--- src/rtl/rns_crt_reconstruct_if.sv ---
`default_nettype none
// ============================================================================
// Module   : rns_crt_reconstruct_if
// Brief    : Operand/result handshake bundle for the RNS-to-binary converter.
// Revision : 1.0
// ============================================================================
interface rns_crt_reconstruct_if #(
  parameter int SWIDTH = 16
);
  logic                  in_valid;
  logic                  in_ready;
  logic [SWIDTH-1:0]     q0;
  logic [SWIDTH-1:0]     q1;
  logic [SWIDTH-1:0]     q0_inv;
  logic [SWIDTH:0]       mu;
  logic [SWIDTH-1:0]     r0;
  logic [SWIDTH-1:0]     r1;
  logic                  out_valid;
  logic                  out_ready;
  logic [2*SWIDTH-1:0]   x;
  logic                  out_err;

  modport master (
    output in_valid, q0, q1, q0_inv, mu, r0, r1, out_ready,
    input  in_ready, out_valid, x, out_err
  );

  modport slave (
    input  in_valid, q0, q1, q0_inv, mu, r0, r1, out_ready,
    output in_ready, out_valid, x, out_err
  );
endinterface
`default_nettype wire

--- src/rtl/rns_crt_reconstruct.sv ---
`default_nettype none
// ============================================================================
// Module   : rns_crt_reconstruct
// Brief    : Two-modulus Garner CRT reconstruction, multi-cycle FSM with an
//            internal Barrett reducer. Optional CRT_RANGE_CHECK_EN adds input
//            range checking with an out_err flag.
// Revision : 1.0
// ============================================================================
module rns_crt_reconstruct #(
  parameter int SWIDTH = 16
) (
  input  logic                  clk,
  input  logic                  rst_n,
  rns_crt_reconstruct_if.slave  bus
);
  localparam int K = SWIDTH;

  localparam logic [2:0] S_IDLE = 3'd0;
  localparam logic [2:0] S_DIFF = 3'd1;
  localparam logic [2:0] S_MUL  = 3'd2;
  localparam logic [2:0] S_RED  = 3'd3;
  localparam logic [2:0] S_CORR = 3'd4;
  localparam logic [2:0] S_ACC  = 3'd5;
  localparam logic [2:0] S_DONE = 3'd6;

  logic [2:0]     state_q, state_d;
  logic [K-1:0]   q0_q, q0_d, q1_q, q1_d, qinv_q, qinv_d;
  logic [K-1:0]   r0_q, r0_d, r1_q, r1_d;
  logic [K:0]     mu_q, mu_d;
  logic [K-1:0]   d_q, d_d, h_q, h_d;
  logic [2*K-1:0] p_q, p_d, x_q, x_d;
  logic [K+1:0]   t_q, t_d;

  logic           w_accept;
  logic           w_range_bad;
  logic           w_err_now;
  logic [K:0]     w_e;
  logic [K+1:0]   w_q1_ext;
  logic [K+1:0]   w_t1;

  assign w_accept = bus.in_valid && (state_q == S_IDLE);

  // Barrett quotient estimate from the full 3k+1-bit product p*mu
  assign w_e = (K+1)'(({{(K+1){1'b0}}, p_q} * {{(2*K){1'b0}}, mu_q}) >> (2*K));

  assign w_q1_ext = {2'b00, q1_q};
  assign w_t1     = (t_q >= w_q1_ext) ? t_q - w_q1_ext : t_q;

  always_comb begin
    state_d = state_q;
    q0_d    = q0_q;
    q1_d    = q1_q;
    qinv_d  = qinv_q;
    mu_d    = mu_q;
    r0_d    = r0_q;
    r1_d    = r1_q;
    d_d     = d_q;
    p_d     = p_q;
    t_d     = t_q;
    h_d     = h_q;
    x_d     = x_q;
    case (state_q)
      S_IDLE: begin
        if (w_accept) begin
          q0_d    = bus.q0;
          q1_d    = bus.q1;
          qinv_d  = bus.q0_inv;
          mu_d    = bus.mu;
          r0_d    = bus.r0;
          r1_d    = bus.r1;
          state_d = S_DIFF;
        end
      end
      S_DIFF: begin
        // The wrapped k-bit sum is exact because the true result is < q1
        d_d     = (r1_q >= r0_q) ? r1_q - r0_q : r1_q + q1_q - r0_q;
        state_d = w_range_bad ? S_ACC : S_MUL;
      end
      S_MUL: begin
        p_d     = {{K{1'b0}}, d_q} * {{K{1'b0}}, qinv_q};
        state_d = S_RED;
      end
      S_RED: begin
        t_d     = (K+2)'({1'b0, p_q} - ({{K{1'b0}}, w_e} * {{(K+1){1'b0}}, q1_q}));
        state_d = S_CORR;
      end
      S_CORR: begin
        h_d     = K'((w_t1 >= w_q1_ext) ? w_t1 - w_q1_ext : w_t1);
        state_d = S_ACC;
      end
      S_ACC: begin
        // Range-violation path also passes through here to zero the result
        x_d     = w_err_now ? '0
                            : {{K{1'b0}}, r0_q} + {{K{1'b0}}, q0_q} * {{K{1'b0}}, h_q};
        state_d = S_DONE;
      end
      S_DONE: begin
        if (bus.out_ready) state_d = S_IDLE;
      end
      default: state_d = S_IDLE;
    endcase
  end

  always_ff @(posedge clk or negedge rst_n) begin
    if (!rst_n) begin
      state_q <= S_IDLE;
      q0_q    <= '0;
      q1_q    <= '0;
      qinv_q  <= '0;
      mu_q    <= '0;
      r0_q    <= '0;
      r1_q    <= '0;
      d_q     <= '0;
      p_q     <= '0;
      t_q     <= '0;
      h_q     <= '0;
      x_q     <= '0;
    end else begin
      state_q <= state_d;
      q0_q    <= q0_d;
      q1_q    <= q1_d;
      qinv_q  <= qinv_d;
      mu_q    <= mu_d;
      r0_q    <= r0_d;
      r1_q    <= r1_d;
      d_q     <= d_d;
      p_q     <= p_d;
      t_q     <= t_d;
      h_q     <= h_d;
      x_q     <= x_d;
    end
  end

`ifdef CRT_RANGE_CHECK_EN
  logic err_q, err_d;

  assign w_range_bad = (r0_q >= q0_q) || (r1_q >= q1_q) ||
                       (q0_q >= q1_q) || (qinv_q >= q1_q);

  always_comb begin
    err_d = err_q;
    if (w_accept)
      err_d = 1'b0;
    else if ((state_q == S_DIFF) && w_range_bad)
      err_d = 1'b1;
  end

  always_ff @(posedge clk or negedge rst_n) begin
    if (!rst_n) err_q <= 1'b0;
    else        err_q <= err_d;
  end

  assign w_err_now   = err_q;
  assign bus.out_err = err_q;
`else
  assign w_range_bad = 1'b0;
  assign w_err_now   = 1'b0;
  assign bus.out_err = 1'b0;
`endif

  assign bus.in_ready  = (state_q == S_IDLE);
  assign bus.out_valid = (state_q == S_DONE);
  assign bus.x         = x_q;

endmodule
`default_nettype wire

--- src/flat_wrapper.sv ---
// flat-port wrapper written by rule: the top's interface ports become plain ports
module rns_crt_reconstruct_flat 
#(
  parameter int SWIDTH = 16
)
  (clk, rst_n, bus_in_valid, bus_q0, bus_q1, bus_q0_inv, bus_mu, bus_r0, bus_r1, bus_out_ready, bus_in_ready, bus_out_valid, bus_x, bus_out_err);
  rns_crt_reconstruct_if #(.SWIDTH(SWIDTH)) bus_i ();
  input  logic clk;
  input  logic rst_n;
  input wire logic [$bits(bus_i.in_valid)-1:0] bus_in_valid;
  input wire logic [$bits(bus_i.q0)-1:0] bus_q0;
  input wire logic [$bits(bus_i.q1)-1:0] bus_q1;
  input wire logic [$bits(bus_i.q0_inv)-1:0] bus_q0_inv;
  input wire logic [$bits(bus_i.mu)-1:0] bus_mu;
  input wire logic [$bits(bus_i.r0)-1:0] bus_r0;
  input wire logic [$bits(bus_i.r1)-1:0] bus_r1;
  input wire logic [$bits(bus_i.out_ready)-1:0] bus_out_ready;
  output wire logic [$bits(bus_i.in_ready)-1:0] bus_in_ready;
  output wire logic [$bits(bus_i.out_valid)-1:0] bus_out_valid;
  output wire logic [$bits(bus_i.x)-1:0] bus_x;
  output wire logic [$bits(bus_i.out_err)-1:0] bus_out_err;
  assign bus_i.in_valid = bus_in_valid;
  assign bus_i.q0 = bus_q0;
  assign bus_i.q1 = bus_q1;
  assign bus_i.q0_inv = bus_q0_inv;
  assign bus_i.mu = bus_mu;
  assign bus_i.r0 = bus_r0;
  assign bus_i.r1 = bus_r1;
  assign bus_i.out_ready = bus_out_ready;
  assign bus_in_ready = bus_i.in_ready;
  assign bus_out_valid = bus_i.out_valid;
  assign bus_x = bus_i.x;
  assign bus_out_err = bus_i.out_err;
  rns_crt_reconstruct #(.SWIDTH(SWIDTH)) u_core (.clk(clk), .rst_n(rst_n), .bus(bus_i));
endmodule
--- config.mk ---
export PLATFORM = sky130hd
export DESIGN_NAME = rns_crt_reconstruct_flat
export DESIGN_NICKNAME = d
export VERILOG_FILES = /design/src/rtl/rns_crt_reconstruct_if.sv /design/src/rtl/rns_crt_reconstruct.sv /design/src/flat_wrapper.sv
export SDC_FILE = /design/constraint.sdc
export NUM_CORES = 2
export LEC_CHECK = 0
export ABC_CLOCK_PERIOD_IN_PS = 14300
export CORE_AREA = 2 2 305 307
export CTS_BUF_LIST = sky130_fd_sc_hd__clkbuf_8
export DETAILED_ROUTE_END_ITERATION = 10
export DIE_AREA = 0 0 307 309
export GPL_ROUTABILITY_DRIVEN = 0
export PLACE_DENSITY = 0.72
export SYNTH_ARGS = -nofsm -noshare
export SYNTH_HDL_FRONTEND = slang
export SYNTH_SLANG_ARGS = --single-unit
--- constraint.sdc ---
create_clock -name clk -period 14.3 [get_ports clk]
set_clock_uncertainty 0.1 [all_clocks]
set_input_delay 3.575 -clock clk [delete_from_list [all_inputs] [get_ports clk]]
set_output_delay 3.575 -clock clk [all_outputs]
set_load 0.01 [all_outputs]
==> results.yml <==
floorplan:
  rows: 111
  ioPinCount: 136
  die-width_um: 307
  start_util_pct: 54.8
  core-area_sq_um: 91400
  fp.dieH_um: 309
  dieArea_sq_um: 94900
yosys:
  synth_flop_cell: "dfrtp_1"
  synth.distinct_cells: 68
  synth-seq-cells: 214
  synthCells: 5660
  synth_nets: 7206
  synth-edff-count: 0
  ys_seq_area_share_pct: 10.7
  synthTopCellsByArea: "fa_1 40%, ha_1 11%, dfrtp_1 11%, inv_1 10%, nand2_1 6.8%"
  synth.avg_cell_area_sq_um: 8.84
  synth_top_cell_area_share_pct: 39.8
  yosysWarnings: 0
  synth.cell_area_sq_um: 50000
  yosysTopAreaCell: "fa_1"
  async_flop_share_pct: 100
route:
  first_pass_iters: 7
  drc: 0
  viasPerCell: 5.43
  routed_wl_um: 129000
  drtAntennaViolNets: 0
  vias: 37309
  wire_per_inst_um: 18.8
  dr.first_iter.drc_count: 2276
place:
  dp_hpwl_um: 103000
  io_buffers: 134
cells_and_area:
  drive_above_1_share_pct: 3.88
  multiInputGateArea_sq_um: 38700
  area_delta_synth_final_pct: 6.63
  finalNetCount: 7192
  regArea_sq_um: 5360
  fillCellCount: 8029
clock_network:
  insertion_delay_ps: 730
  clockRootBuffer: "clkbuf_8"
  cts_tree: "done"
  postCtsSetupBuffers: 0
  cts_buffer_depth: 3
  cts_num_sinks: 214
  cts_hold_buf: 0
  numCtsBuffers: 46
  cts.clk_slew.worst_paths_ps: 60
  htree_levels: 2
  cts_resized: 0
setup_path:
  cp_slowest_cell: "dfrtp_1"
  crit_arrival_ps: 13740
  cp-end-kind: "flop"
  slowest_delay_ps: 1170
  crit_type: "reg2reg"
  cp_common_cell: "fa_1"
  path_max_fanout: 33
  required_ps: 14750
  critPathLaunchType: "flop"
sta:
  final.period_utilization_pct: 92.9
  worstMarginPinSlew_ps: 1260
  max_clock_freq_mhz: 75.2
  setup_tns_ps: 0
  rsz0062_at_grt: "no"
  slew-limit-headroom_pct: 16.1
  timing.final.hold_violations: 0
  period_minus_slack_ps: 13290
  setup_viol: 0
  slew_violations: 0
global_route:
  grt_pass1_vias: 40421
  antenna_found_initial: 5
  grt_max_degree: 94
  grt_overflow: 0
  grtUsageTotal_pct: 28.5
  grt_pass1_wl_um: 213000
outcome:
  outcome: "complete, no violations"
job:
  cap_viol_max_count: 0
hold_path:
  hp-class: "reg2reg"
-- cell families (layout without fill, tap and decap cells) --
| family | after synthesis | in the layout | synth area share, % |
|---|---|---|---|
| and+or+nand+nor | 1641 | 1641 | 15.5 |
| buffers and inverters | 1601 | 1618 | 12.0 |
| adders and majority gates | 1445 | 1445 | 51.1 |
| AOI/OAI and AO/OA | 530 | 530 | 6.32 |
| DFF | 214 | 214 | 10.7 |
| xor gates and xnor gates | 147 | 147 | 2.64 |
| muxes | 81 | 81 | 1.78 |
| other | 1 | 3 | 0.00749 |
-- area by class of cell --
type / instances / share of cell area, %
diodes: 2 / 0.00938
multi-input cells: 3845 / 72.5
flip-flops and latches: 214 / 10.0
inverters: 1342 / 9.44
clock inverters: 22 / 0.321
clock buffers: 57 / 1.47
repair buffers: 197 / 3.41
well taps: 1186 / 2.78
-- sequential cells by signal, indices dropped and copies added (netlist names), 17 cells and up --
register	flops
u_core.bus.x	32
u_core.mu_q	17
u_core.p_q	32
u_core.t_q	18
-- worst max-delay path, delay by kind of cell (launching register included) --
family	cells	cell delay, ps
adder cells (fa/ha/maj)	13	6280
XOR/XNOR	11	1960
AND/OR/NAND/NOR	3	520
AO/OA/AOI/OAI	13	2600
buffers and inverters	9	490
flip-flops	1	1170
-- synthesized netlist by cell type, types with 2 or more instances --
cell type	instances
a211o_1	4
a211oi_1	7
a21boi_0	9
a21boi_1	8
a21o_1	38
a21oi_1	136
a221oi_1	2
a31o_2	3
a31oi_1	13
a41oi_1	2
and2_1	515
and3_1	11
and4_1	2
buf_1	4
clkbuf_1	253
dfrtp_1	214
fa_1	995
ha_1	450
inv_1	1342
mux2_2	62
mux2i_1	19
nand2_1	911
nand2b_1	18
nand3_1	22
nand3b_1	3
nand4_1	13
nor2_1	83
nor2b_1	15
nor3_1	26
nor4_1	5
o2111ai_1	5
o211ai_1	7
o21a_1	8
o21ai_0	198
o21ai_1	20
o21bai_1	38
o22ai_1	3
o31a_1	6
o31ai_1	9
or2_2	5
or3_1	6
xnor2_1	111
xnor3_1	2
xor2_1	33
-- placed cells by master (no fill, tap or decap), types with 63 or more instances in the layout --
cell type / synthesis / routed
o21ai_0: 198 / 198
xnor2_1: 111 / 110
a21oi_1: 136 / 136
inv_1: 1342 / 1354
and2_1: 515 / 514
nor2_1: 83 / 82
fa_1: 995 / 995
buf_4: 1 / 63
clkdlybuf4s50_1: 0 / 133
nand2_1: 911 / 910
dfrtp_1: 214 / 214
ha_1: 450 / 450
-- layer usage --
metal	GRT usage [%]	vias to the layer above	share of wire, %
met4	9.67	4	3.8
met3	5.86	313	8.0
met2	47.9	1380	48
met1	37.0	18876	41
li1	-	16736	-
met5	0	-	0.023
-- through the flow --
stage / setup slack [ps] / util (%) / instance area, sq um / hold slack, ps / std cells
2_1_floorplan: 2340 / - / 50000 / 366 / 5660
5_1_grt: 386 / 58.4 / 53400 / 413 / 6864
3_3_place_gp: 1390 / 57.3 / 52400 / 360 / 6784
6_report: 1010 / 58.4 / 53400 / 387 / 6865
3_5_place_dp: 1130 / 57.3 / 52400 / 370 / 6784
4_1_cts: 1140 / 58.4 / 53400 / 387 / 6863
-- worst paths after layout --
path | start | to | slack, ps | cells after the start
setup / recovery | u_core.mu_q[3] | u_core.t_q[17] | 1010 | 49
hold / removal | u_core.bus.x[0] | u_core.bus.x[0] | 390 | 2
setup reg to reg | u_core.mu_q[3] | u_core.t_q[17] | 1010 | 49
hold reg to reg | u_core.bus.x[0] | u_core.bus.x[0] | 390 | 2
max in group asynchronous | rst_n | u_core.bus.x[19] | 9070 | 3
min in group asynchronous | rst_n | u_core.t_q[13] | 2860 | 1
Power is left out: the tool's default activity adds up to more than one toggle a clock period on the data nets, which glitch-free logic cannot reach.
